--- config.mk ---
export PLATFORM = sky130hd
export DESIGN_NAME = uart_rx
export DESIGN_NICKNAME = d
export VERILOG_FILES = /design/src/rtl/uart_pkg.sv /design/src/rtl/uart_sync2.sv /design/src/rtl/uart_rx.sv
export SDC_FILE = /design/constraint.sdc
export NUM_CORES = 1
export LEC_CHECK = 0
export BUFFER_PORTS_ARGS = -buffer_cell sky130_fd_sc_hd__buf_2
export CAP_MARGIN = 10
export CORE_ASPECT_RATIO = 1.4
export CORE_MARGIN = 5
export CORE_UTILIZATION = 31
export DETAILED_ROUTE_END_ITERATION = 7
export MAX_ROUTING_LAYER = met4
export PLACE_DENSITY = 0.58
export SLEW_MARGIN = 40
export SYNTH_ARGS = -nofsm -noshare
export SYNTH_HDL_FRONTEND = slang
export SYNTH_SLANG_ARGS = --single-unit
--- constraint.sdc ---
create_clock -name clk -period 4.5 [get_ports clk]
set_clock_uncertainty 0.15 [all_clocks]
set_input_delay 0.45 -clock clk [delete_from_list [all_inputs] [get_ports clk]]
set_output_delay 0.45 -clock clk [all_outputs]
set_load 0.05 [all_outputs]
--- src/rtl/uart_pkg.sv ---
// ----------------------------------------------------------------------------
// uart_pkg
// Shared types and helpers for the UART receive path.
//   uart_rx_state_t : receiver FSM state encoding
//   par_calc()      : parity bit a transmitter would send for a data word
//   start_mid_idx() : tick index of the start-bit centre
//   bit_centre_idx(): tick index of a data/parity/stop bit centre
// ----------------------------------------------------------------------------
package uart_pkg;

    typedef enum logic [2:0] {
        IDLE   = 3'd0,
        START  = 3'd1,
        DATA   = 3'd2,
        PARITY = 3'd3,
        STOP   = 3'd4
    } uart_rx_state_t;

    // Words narrower than 8 bits are zero-extended by the caller, which
    // leaves the XOR reduction unchanged.
    // ptype = 0 : even (bit = ^data), ptype = 1 : odd (bit = ~^data)
    function automatic logic par_calc(input logic [7:0] data, input logic ptype);
        return ptype ? ~(^data) : (^data);
    endfunction

    // Start bit is checked half a bit after the falling edge was seen.
    function automatic int start_mid_idx(input int oversample);
        return oversample / 2 - 1;
    endfunction

    // Later bits are sampled a full bit period after the previous sample.
    function automatic int bit_centre_idx(input int oversample);
        return oversample - 1;
    endfunction

endpackage

--- src/rtl/uart_sync2.sv ---
// ----------------------------------------------------------------------------
// uart_sync2
// Generic two-flop synchronizer for a single asynchronous input.
// Ports:
//   clk    in  system clock
//   reset  in  asynchronous active-high reset; both flops load RESET_VAL
//   i_d    in  asynchronous input
//   o_q    out synchronized output (two clk of latency)
// ----------------------------------------------------------------------------
module uart_sync2 #(
    parameter logic RESET_VAL = 1'b1
) (
    input  logic clk,
    input  logic reset,
    input  logic i_d,
    output logic o_q
);

    logic [1:0] r_sync;

    always_ff @(posedge clk or posedge reset) begin
        if (reset) begin
            r_sync <= {2{RESET_VAL}};
        end else begin
            r_sync <= {r_sync[0], i_d};
        end
    end

    assign o_q = r_sync[1];

endmodule

--- src/rtl/uart_rx.sv ---
// ----------------------------------------------------------------------------
// uart_rx
// Asynchronous serial receiver: start bit, DATABITS data bits LSB first,
// optional parity bit, one stop bit. Sampling is driven by os_tick at
// OVERSAMPLE ticks per bit.
//
// Ports:
//   clk        in   system clock
//   reset      in   asynchronous active-high reset
//   rx_in      in   serial line (async to clk, idle high)
//   os_tick    in   oversampling tick, one clk wide
//   rx_data    out  last received word, held until the next frame completes
//   rx_valid   out  one-clk strobe: rx_data / parity_err / frame_err updated
//   parity_err out  parity mismatch on the last frame
//   frame_err  out  stop bit sampled low on the last frame
//   rx_busy    out  high from start-bit detection until frame completion
//
// Optional build macro: UART_RX_MAJORITY_EN
//   Defined  : every bit decision is a 2-of-3 vote over the samples at
//              centre-1, centre and centre+1, taken at the centre+1 tick.
//   Undefined: single sample at the bit centre.
// ----------------------------------------------------------------------------
module uart_rx
    import uart_pkg::*;
#(
    parameter int DATABITS    = 8,
    parameter int PARITY_EN   = 1,
    parameter int PARITY_TYPE = 0,
    parameter int OVERSAMPLE  = 16
) (
    input  logic                clk,
    input  logic                reset,
    input  logic                rx_in,
    input  logic                os_tick,
    output logic [DATABITS-1:0] rx_data,
    output logic                rx_valid,
    output logic                parity_err,
    output logic                frame_err,
    output logic                rx_busy
);

    localparam int TW = $clog2(OVERSAMPLE);
    localparam int BW = (DATABITS > 1) ? $clog2(DATABITS) : 1;

`ifdef UART_RX_MAJORITY_EN
    // The vote needs the tick after the centre. Every decision moves one
    // tick later, so the start check moves by one and all following bits
    // keep exactly one bit period of spacing.
    localparam int START_IDX = start_mid_idx(OVERSAMPLE) + 1;
`else
    localparam int START_IDX = start_mid_idx(OVERSAMPLE);
`endif

    localparam logic [TW-1:0] TICK_START  = TW'(START_IDX);
    localparam logic [TW-1:0] TICK_CENTRE = TW'(bit_centre_idx(OVERSAMPLE));
    localparam logic [BW-1:0] BIT_LAST    = BW'(DATABITS - 1);
    localparam logic          PAR_ODD     = (PARITY_TYPE != 0);

    uart_rx_state_t      r_state;
    logic [TW-1:0]       r_tick_cnt;
    logic [BW-1:0]       r_bit_cnt;
    logic [DATABITS-1:0] r_shift;
    logic                r_armed;
    logic                r_perr;
    logic [DATABITS-1:0] r_rx_data;
    logic                r_rx_valid;
    logic                r_parity_err;
    logic                r_frame_err;
    logic                r_rx_busy;

    logic                w_rxs;
    logic                w_sample;

    uart_sync2 #(
        .RESET_VAL (1'b1)
    ) u_sync (
        .clk   (clk),
        .reset (reset),
        .i_d   (rx_in),
        .o_q   (w_rxs)
    );

`ifdef UART_RX_MAJORITY_EN
    // Line value on the two previous os_ticks; with the current rxs this
    // gives the three samples to vote over.
    logic [1:0] r_hist;

    always_ff @(posedge clk or posedge reset) begin
        if (reset) begin
            r_hist <= 2'b11;
        end else if (os_tick) begin
            r_hist <= {r_hist[0], w_rxs};
        end
    end

    assign w_sample = (r_hist[1] & r_hist[0]) |
                      (r_hist[1] & w_rxs)     |
                      (r_hist[0] & w_rxs);
`else
    assign w_sample = w_rxs;
`endif

    always_ff @(posedge clk or posedge reset) begin
        if (reset) begin
            r_state      <= IDLE;
            r_tick_cnt   <= '0;
            r_bit_cnt    <= '0;
            r_shift      <= '0;
            r_armed      <= 1'b1;
            r_perr       <= 1'b0;
            r_rx_data    <= '0;
            r_rx_valid   <= 1'b0;
            r_parity_err <= 1'b0;
            r_frame_err  <= 1'b0;
            r_rx_busy    <= 1'b0;
        end else begin
            // The strobe lasts one clk no matter how os_tick is spaced.
            r_rx_valid <= 1'b0;

            if (os_tick) begin
                case (r_state)
                    IDLE: begin
                        r_tick_cnt <= '0;
                        if (w_rxs) begin
                            // Line back high: a break has ended.
                            r_armed <= 1'b1;
                        end else if (r_armed) begin
                            r_state   <= START;
                            r_rx_busy <= 1'b1;
                        end
                    end

                    START: begin
                        if (r_tick_cnt == TICK_START) begin
                            r_tick_cnt <= '0;
                            if (w_sample) begin
                                // Glitch, not a start bit.
                                r_state   <= IDLE;
                                r_rx_busy <= 1'b0;
                            end else begin
                                r_state   <= DATA;
                                r_bit_cnt <= '0;
                            end
                        end else begin
                            r_tick_cnt <= r_tick_cnt + TW'(1);
                        end
                    end

                    DATA: begin
                        if (r_tick_cnt == TICK_CENTRE) begin
                            r_tick_cnt         <= '0;
                            r_shift[r_bit_cnt] <= w_sample;
                            if (r_bit_cnt == BIT_LAST) begin
                                r_state <= (PARITY_EN != 0) ? PARITY : STOP;
                            end else begin
                                r_bit_cnt <= r_bit_cnt + BW'(1);
                            end
                        end else begin
                            r_tick_cnt <= r_tick_cnt + TW'(1);
                        end
                    end

                    PARITY: begin
                        if (r_tick_cnt == TICK_CENTRE) begin
                            r_tick_cnt <= '0;
                            r_perr     <= w_sample ^ par_calc(8'(r_shift), PAR_ODD);
                            r_state    <= STOP;
                        end else begin
                            r_tick_cnt <= r_tick_cnt + TW'(1);
                        end
                    end

                    STOP: begin
                        // Leave at mid-stop so a back-to-back start edge is
                        // caught with half a bit of margin.
                        if (r_tick_cnt == TICK_CENTRE) begin
                            r_tick_cnt   <= '0;
                            r_rx_data    <= r_shift;
                            r_parity_err <= (PARITY_EN != 0) ? r_perr : 1'b0;
                            r_frame_err  <= ~w_sample;
                            r_rx_valid   <= 1'b1;
                            r_rx_busy    <= 1'b0;
                            r_state      <= IDLE;
                            // A low stop bit may be a break; wait for the
                            // line to go high before accepting a new start.
                            if (!w_sample) begin
                                r_armed <= 1'b0;
                            end
                        end else begin
                            r_tick_cnt <= r_tick_cnt + TW'(1);
                        end
                    end

                    default: begin
                        r_state    <= IDLE;
                        r_tick_cnt <= '0;
                        r_rx_busy  <= 1'b0;
                    end
                endcase
            end
        end
    end

    assign rx_data    = r_rx_data;
    assign rx_valid   = r_rx_valid;
    assign parity_err = r_parity_err;
    assign frame_err  = r_frame_err;
    assign rx_busy    = r_rx_busy;

endmodule

==> flow_metrics.py, run 1 <==
metrics = {
    "cts": {
        "cts_setup_buffers": 0,
        "clock-root-buffer": "clkbuf_8",
        "clock_latency_ps": 290,
        "h-tree-depth": 2,
        "cts_tree": "built",
        "ctsResizeCount": 0,
        "clkTransAtPathRegs_ps": 70,
        "cts_buffers": 5,
        "clkSinkCount": 34,
        "hold_buffers": 0,
        "clk_path_buf_depth": 2,
    },
    "placement": {
        "placed_cells": 233,
        "hpwl_mm": 2.158,
        "place.gp.congestion": 0.7958,
        "port_buffers": 15,
    },
    "floorplan": {
        "placementRows": 31,
        "start_util_pct": 32.26,
        "core_sq_um": 5197,
        "die_height_microns": 97.02,
        "die-area_sq_um": 7000,
        "dieWidth_microns": 72.16,
        "pin_count": 16,
    },
    "sta": {
        "fin_crit_sh_pct": 49.21,
        "grt_setup_unrepaired": "no",
        "hold_viol_final": 0,
        "report.final.setup_viol": 0,
        "timing.fmax_mhz": 451.6,
        "fin_setup_tns_ps": 0,
        "period_needed_ps": 2214,
        "worstMarginPinSlew_ps": 544.3,
        "finalMaxSlewViolations": 0,
        "maxSlewHeadroom_pct": 63.71,
    },
    "power": {
        "p_int_w": 0.0005346,
        "combPwrFrac_pct": 20.7,
        "sw_frac_of_total_pct": 31.54,
        "vdd_drop_max_v": 0.0001819,
        "clkPwrFrac_pct": 29.5,
        "p_leak_nw": 0.9433,
        "pwr_density_cell_nw_per_um2": 415.8,
        "net-switching-power_w": 0.0002463,
        "seqPwrFrac_pct": 49.8,
    },
    "worst_setup_path": {
        "cp_cell_sequence": "ha_1, and3_1, nand4_1, clkinv_1, nand2_1, nand2_1",
        "crit_slowest_cell": "nand4_1",
        "path_buf_inv": 1,
        "endpoint_kind": "register",
        "reg2reg_from": "r_tick_cnt[0]",
        "r2r_setup_slack_ps": 2290,
        "worst_path_most_repeated_cell": "nand2_1",
        "reg2reg_depth": 6,
        "crit_required_ps": 4530,
        "critPathTopFamily": "simple AND/OR/NAND/NOR gates",
        "crit_type": "register to register",
        "crit_arrival_ps": 2240,
        "slowest_delay_ps": 410,
        "cp_max_fo": 13,
        "worstSetupStartpoint": "r_tick_cnt[0]",
        "start_kind": "register",
        "timing.rr.end": "rx_data[6]",
    },
    "drt": {
        "viasPerCell": 4.776,
        "route.detailed.drc": 0,
        "antenna_left": 0,
        "wire_per_inst_microns": 12.53,
        "vias": 1151,
        "first_pass_iters": 4,
        "first_iter_violations": 85,
        "routed_wl_mm": 3.019,
    },
    "logic_synthesis": {
        "ys_ff_latch": 34,
        "synth-edff-count": 0,
        "synthesis.nets": 168,
        "postSynthCellCount": 161,
        "synth_top_area_share_pct": 46.27,
        "synth_top_area_cell": "dfrtp_1",
        "ys.flop_type": "dfrtp_1",
        "yosysWarnings": 0,
        "async_flop_share_pct": 100.0,
        "synth_cell_types": 43,
        "synthTopCellsByArea": "dfrtp_1, nand2_1, dfstp_2",
        "syn_area_sq_um": 1677,
        "yosysSeqAreaShare_pct": 50.97,
        "syn_area_per_cell_sq_um": 10.41,
    },
    "finish": {
        "drive_gt1_share_pct": 18.29,
        "synthToLayoutAreaGrowth_pct": 12.01,
        "finalNetCount": 181,
        "finalNonFillerCells": 241,
        "num_antenna_cells": 0,
    },
    "global_route": {
        "overflow": 0,
        "grt_pass1_vias": 1183,
        "grt_pass1_wl_mm": 5.533,
        "antenna_found_initial": 0,
        "grt_usage_pct": 10.13,
        "grt_max_degree": 35,
    },
    "flow_run": {
        "drv_cap": 0,
    },
    "run_status": {
        "status": "completed",
    },
    "worst_hold_path": {
        "hold_class": "input pin to asynchronous set/reset pin",
    },
}
power by group through the flow:
| stage | clock [W] | combinational (W) | sequential (W) |
|---|---|---|---|
| detailed placement | 0 | 0.000163 | 0.000394 |
| finish | 0.000230 | 0.000162 | 0.000389 |
| floorplan | 0 | 0.000140 | 0.000383 |
| global placement | 0 | 0.000163 | 0.000394 |
| CTS | 0.000243 | 0.000164 | 0.000389 |
| global route | 0.000252 | 0.000186 | 0.000396 |
flip-flops by register name (all words and copies together) (netlist names):
name / cells
parity_err: 1
u_sync.r_sync: 2
frame_err: 1
r_bit_cnt: 3
r_perr: 1
rx_data: 8
r_state: 3
rx_valid: 1
r_shift: 8
r_tick_cnt: 4
r_armed: 1
rx_busy: 1
cell type report:
class                   instances  area, sq um
multi-input cells             112        748.2
inverters                       5        18.77
flip-flops and latches         34        854.6
well taps                      66        82.58
fillers                       552         3319
repair buffers                 16        82.58
clock inverters                 1        5.005
clock buffers                   7        86.33
cell usage after synthesis (2+ instances only):
master,n
nand2_1,35
inv_1,4
mux2_2,2
nor3_1,3
nand3b_1,3
a22o_1,2
nor3b_1,3
xnor2_1,6
nand2b_1,2
xor2_1,2
a21oi_1,5
and3_1,2
dfstp_2,3
nand4_1,4
ha_1,3
mux2_1,7
dfrtp_1,31
buf_2,5
o31ai_1,5
o41ai_1,3
o21ai_0,2
clkbuf_1,2
nor2_1,7
cell usage in the layout, fill, tap and decap left out, types with 2 or more instances in the layout:
master / synthesis / layout
mux2_2: 2 / 2
nand3b_1: 3 / 3
xnor2_1: 6 / 6
clkbuf_8: 0 / 6
nor3b_1: 3 / 3
nor2_1: 7 / 7
o31ai_1: 5 / 5
o21ai_0: 2 / 2
a21oi_1: 5 / 5
ha_1: 3 / 3
dfrtp_1: 31 / 31
inv_1: 4 / 4
and3_1: 2 / 2
dfstp_2: 3 / 3
a22o_1: 2 / 2
buf_2: 5 / 15
nor3_1: 3 / 3
nand2_1: 35 / 35
mux2_1: 7 / 7
xor2_1: 2 / 2
nand2b_1: 2 / 2
o41ai_1: 3 / 3
nand4_1: 4 / 4
through the flow:
step	area, sq um	total power [W]	hold slack [ps]	util (%)	worst slack [ps]
CTS	1878	0.0007954	97.98	36.13	2224
finish	1878	0.0007809	96.80	36.13	2286
global route	1878	0.0008350	95.73	36.13	1993
floorplan	1677	0.0005229	195.2	-	2538
global placement	1787	0.0005578	195.7	34.38	2234
detailed placement	1787	0.0005575	201.6	34.38	2229
cell families (layout without fill, tap and decap cells):
kind of cell | count (synthesis) | in the layout | synth area share [%]
muxes | 10 | 10 | 6.940
buffers and inverters | 15 | 29 | 4.402
AOI/OAI and AO/OA | 25 | 25 | 11.27
adders and majority gates | 3 | 3 | 2.239
DFF | 34 | 34 | 50.97
and+or+nand+nor | 65 | 65 | 18.66
xor gates and xnor gates | 9 | 9 | 5.522
worst max-delay path by stage:
| stage | to | cells after the start |
|---|---|---|
| floorplan | r_bit_cnt[0] | 6 |
| global placement | rx_data[6] | 6 |
| detailed placement | rx_data[6] | 6 |
| CTS | rx_data[6] | 6 |
| global route | rx_data[6] | 6 |
| finish | rx_data[6] | 6 |
per-layer routing:
layer  vias up  part of all wire (%)  global-route usage, %
met1       540                    42                  12.16
met3         9                   4.3                  2.282
met5         -                     0                      -
li1        584                     -                      -
met2        18                    50                  15.44
met4         0                   3.1                  5.644
worst register-to-register path, cell delays in order, from the launching register on:
cell      delay [ps]
dfrtp_1          400
ha_1             250
and3_1           290
nand4_1          410
clkinv_1         380
nand2_1          170
nand2_1           60
Note: power is estimated with default switching activity, not from simulation.
==> run 2, diff against run 1 <==
- ABC_AREA: unset -> 1
- clock period: 4.5 -> 2.3 ns (I/O delays scaled with it)
==> flow_metrics.py, run 2 <==
metrics = {
    "worst_hold_path": {
        "hold_path_depth": 2,
        "hold_class": "input pin to register",
    },
    "logic_synthesis": {
        "yosys.area_share.simple_pct": 31.63,
        "async_flop_share_pct": 100.0,
        "synth-xor-area-share_pct": 0.4975,
        "muxShareOfSynthArea_pct": 0,
        "postSynthCellCount": 225,
        "yosysMostFrequentCell": "nand2_1",
        "synthAdderAreaFrac_pct": 2.132,
        "synth_top_area_share_pct": 44.07,
        "yosysWarnings": 0,
        "syn_area_per_cell_sq_um": 7.824,
        "synth_commonest_cells": "nand2_1, dfrtp_1, inv_1",
        "yosysSeqAreaShare_pct": 48.54,
        "synthesis.nets": 232,
        "synth-edff-count": 0,
        "synth_top_area_cell": "dfrtp_1",
        "synth_cell_types": 23,
        "synthTopCellsByArea": "dfrtp_1, nand2_1, inv_1",
        "syn_area_sq_um": 1760,
        "ys_ff_latch": 34,
        "ys.flop_type": "dfrtp_1",
        "synth-compound-area-share_pct": 9.311,
        "synth_top_family_by_area": "simple AND/OR/NAND/NOR gates",
    },
    "power": {
        "p_leak_nw": 1.088,
        "pwr_density_cell_nw_per_um2": 909.2,
        "vdd_drop_max_v": 0.0003370,
    },
    "finish": {
        "finalNetCount": 256,
        "drive_gt1_share_pct": 20.40,
        "multi_input_area_sq_um": 767.0,
        "regArea_sq_um": 854.6,
        "fillCellCount": 595,
        "synthToLayoutAreaGrowth_pct": 17.63,
        "layout_common_cells": "nand2_1, dfrtp_1, inv_1",
        "num_antenna_cells": 0,
        "final_common_cell": "nand2_1",
    },
    "sta": {
        "maxSlewHeadroom_pct": 71.11,
        "timing.fmax_mhz": 585.3,
        "grt_setup_unrepaired": "no",
        "setup_ws_ps": 591.6,
        "fin_crit_sh_pct": 74.28,
        "report.final.setup_viol": 0,
        "finalMaxSlewViolations": 0,
        "fin_setup_tns_ps": 0,
        "worstMarginPinSlew_ps": 433.3,
        "period_needed_ps": 1708,
        "hold_viol_final": 0,
    },
    "drt": {
        "first_pass_iters": 5,
        "antenna_left": 0,
        "routed_wl_mm": 3.315,
        "first_iter_violations": 36,
        "vias": 1411,
        "viasPerCell": 4.437,
        "route.detailed.drc": 0,
        "wire_per_inst_microns": 10.42,
    },
    "global_route": {
        "gr-usage-met3_pct": 2.730,
        "grt_max_degree": 35,
        "grt_usage_pct": 10.58,
        "grt_pass1_vias": 1382,
        "antenna_found_initial": 0,
        "gr-max-usage-layer": "met2",
        "met2_usage_pct": 18.17,
        "overflow": 0,
        "grt_use_met1_pct": 11.35,
        "grt_pass1_wl_mm": 5.927,
    },
    "floorplan": {
        "pin_count": 16,
        "core_sq_um": 5525,
        "placementRows": 32,
        "dieWidth_microns": 73.69,
        "die-area_sq_um": 7307,
        "die_height_microns": 99.17,
        "start_util_pct": 31.86,
    },
    "placement": {
        "preCtsSetupSlack_ps": 614.3,
        "hpwl_mm": 2.492,
        "place.gp.congestion": 0.8792,
        "port_buffers": 15,
    },
    "worst_setup_path": {
        "crit_required_ps": 2320,
        "worst_path_most_repeated_cell": "nand2_1",
        "cp_max_fo": 21,
        "crit_slowest_cell": "dfrtp_1",
        "start_kind": "register",
        "crit_arrival_ps": 1730,
        "slowest_delay_ps": 410,
        "reg2reg_depth": 10,
        "cp_cell_sequence": "ha_1, nand2_1, nor2_4, nand2_2, inv_2, nand2_1, buf_4, inv_1, nand2_1, nand2_1",
        "crit_type": "register to register",
        "endpoint_kind": "register",
    },
    "cts": {
        "clk_path_buf_depth": 2,
        "clock_latency_ps": 290,
        "clkSinkCount": 34,
        "clkTransAtPathRegs_ps": 80,
        "ctsResizeCount": 0,
        "clock-root-buffer": "clkbuf_8",
        "cts_buffers": 5,
        "h-tree-depth": 2,
        "cts_tree": "built",
    },
    "flow_run": {
        "drv_cap": 0,
    },
    "run_status": {
        "status": "completed",
    },
}
[run 2: changes by cell type in the layout (fill, tap and decap cells not counted), sizes merged, moves of 3 or more]
| cell | delta |
|---|---|
| nand2 | +51 |
| inv | +27 |
| o21ai | +24 |
| nand3 | +17 |
| mux2 | -10 |
| nor2 | +10 |
| xnor2 | -6 |
| o31ai | -5 |
| nand3b | -3 |
| nand4 | -3 |
| nor3b | -3 |
| o41ai | -3 |
[run 2: path summary, 6_finish.rpt]
kind / end / from / slack (ps)
worst max register to register: parity_err / r_tick_cnt[0] / 590
worst min-delay path: r_tick_cnt[2] / os_tick / 90
worst max-delay path: parity_err / r_tick_cnt[0] / 590
min in group asynchronous: r_state[0] / reset / 430
max in group asynchronous: r_armed / reset / 1230
worst min register to register: u_sync.r_sync[1] / u_sync.r_sync[0] / 210
[run 2: cell families (layout without fill, tap and decap cells)]
logic type	Yosys count	count (layout)
AOI/OAI and AO/OA	30	30
DFF	34	34
buffers and inverters	33	58
xor gates and xnor gates	1	1
adders and majority gates	3	3
and+or+nand+nor	124	124
[run 2: metal layers]
layer  share of wire [%]  wire, microns
met5                   0              0
met4                 2.1             68
met3                 3.7            124
met2                  52           1708
met1                  43           1414
[run 2: area by class of cell]
type	count	share of cell area, %
clock inverter	3	3.323
clock buffer	5	3.323
sequential	34	41.27
multi-input combinational	158	37.04
inverter	31	5.619
timing repair buffer	19	5.317
tap	68	4.109
[run 2: where the power goes]
| part | leakage, nW | internal, W | switching (W) | total, W |
|---|---|---|---|---|
| Combinational | 0.568 | 0.000152 | 0.000325 | 0.000477 |
| Clock | 0.0683 | 0.000434 | 0.000230 | 0.000664 |
| Sequential | 0.452 | 0.000664 | 0.0000771 | 0.000742 |
| Total | 1.09 | 0.00125 | 0.000632 | 0.00188 |
[run 2: stage by stage]
step                cell area (sq um)  total power, W  instances  hold WS, ps  utilization, %
floorplan                        1760        0.001127        225        84.48               -
global placement                 1913        0.001227        308        185.8           34.62
detailed placement               1913        0.001231        308        186.8           34.62
CTS                              2071        0.001908        318        84.80           37.48
global route                     2071        0.002021        318        103.4           37.48
finish                           2071        0.001883        318        89.36           37.48
[run 2: what timing repair did]
item,in CTS,in global routing
buffers inserted,0,0
hold endpoints to repair,32,0
hold buffers,2,0
[run 2: worst max-delay path, delay by kind of cell (launching register included)]
family	cells	cell delay [ps]
buffers and inverters	3	340
DFF	1	410
and+or+nand+nor	6	480
adders and majority gates	1	220
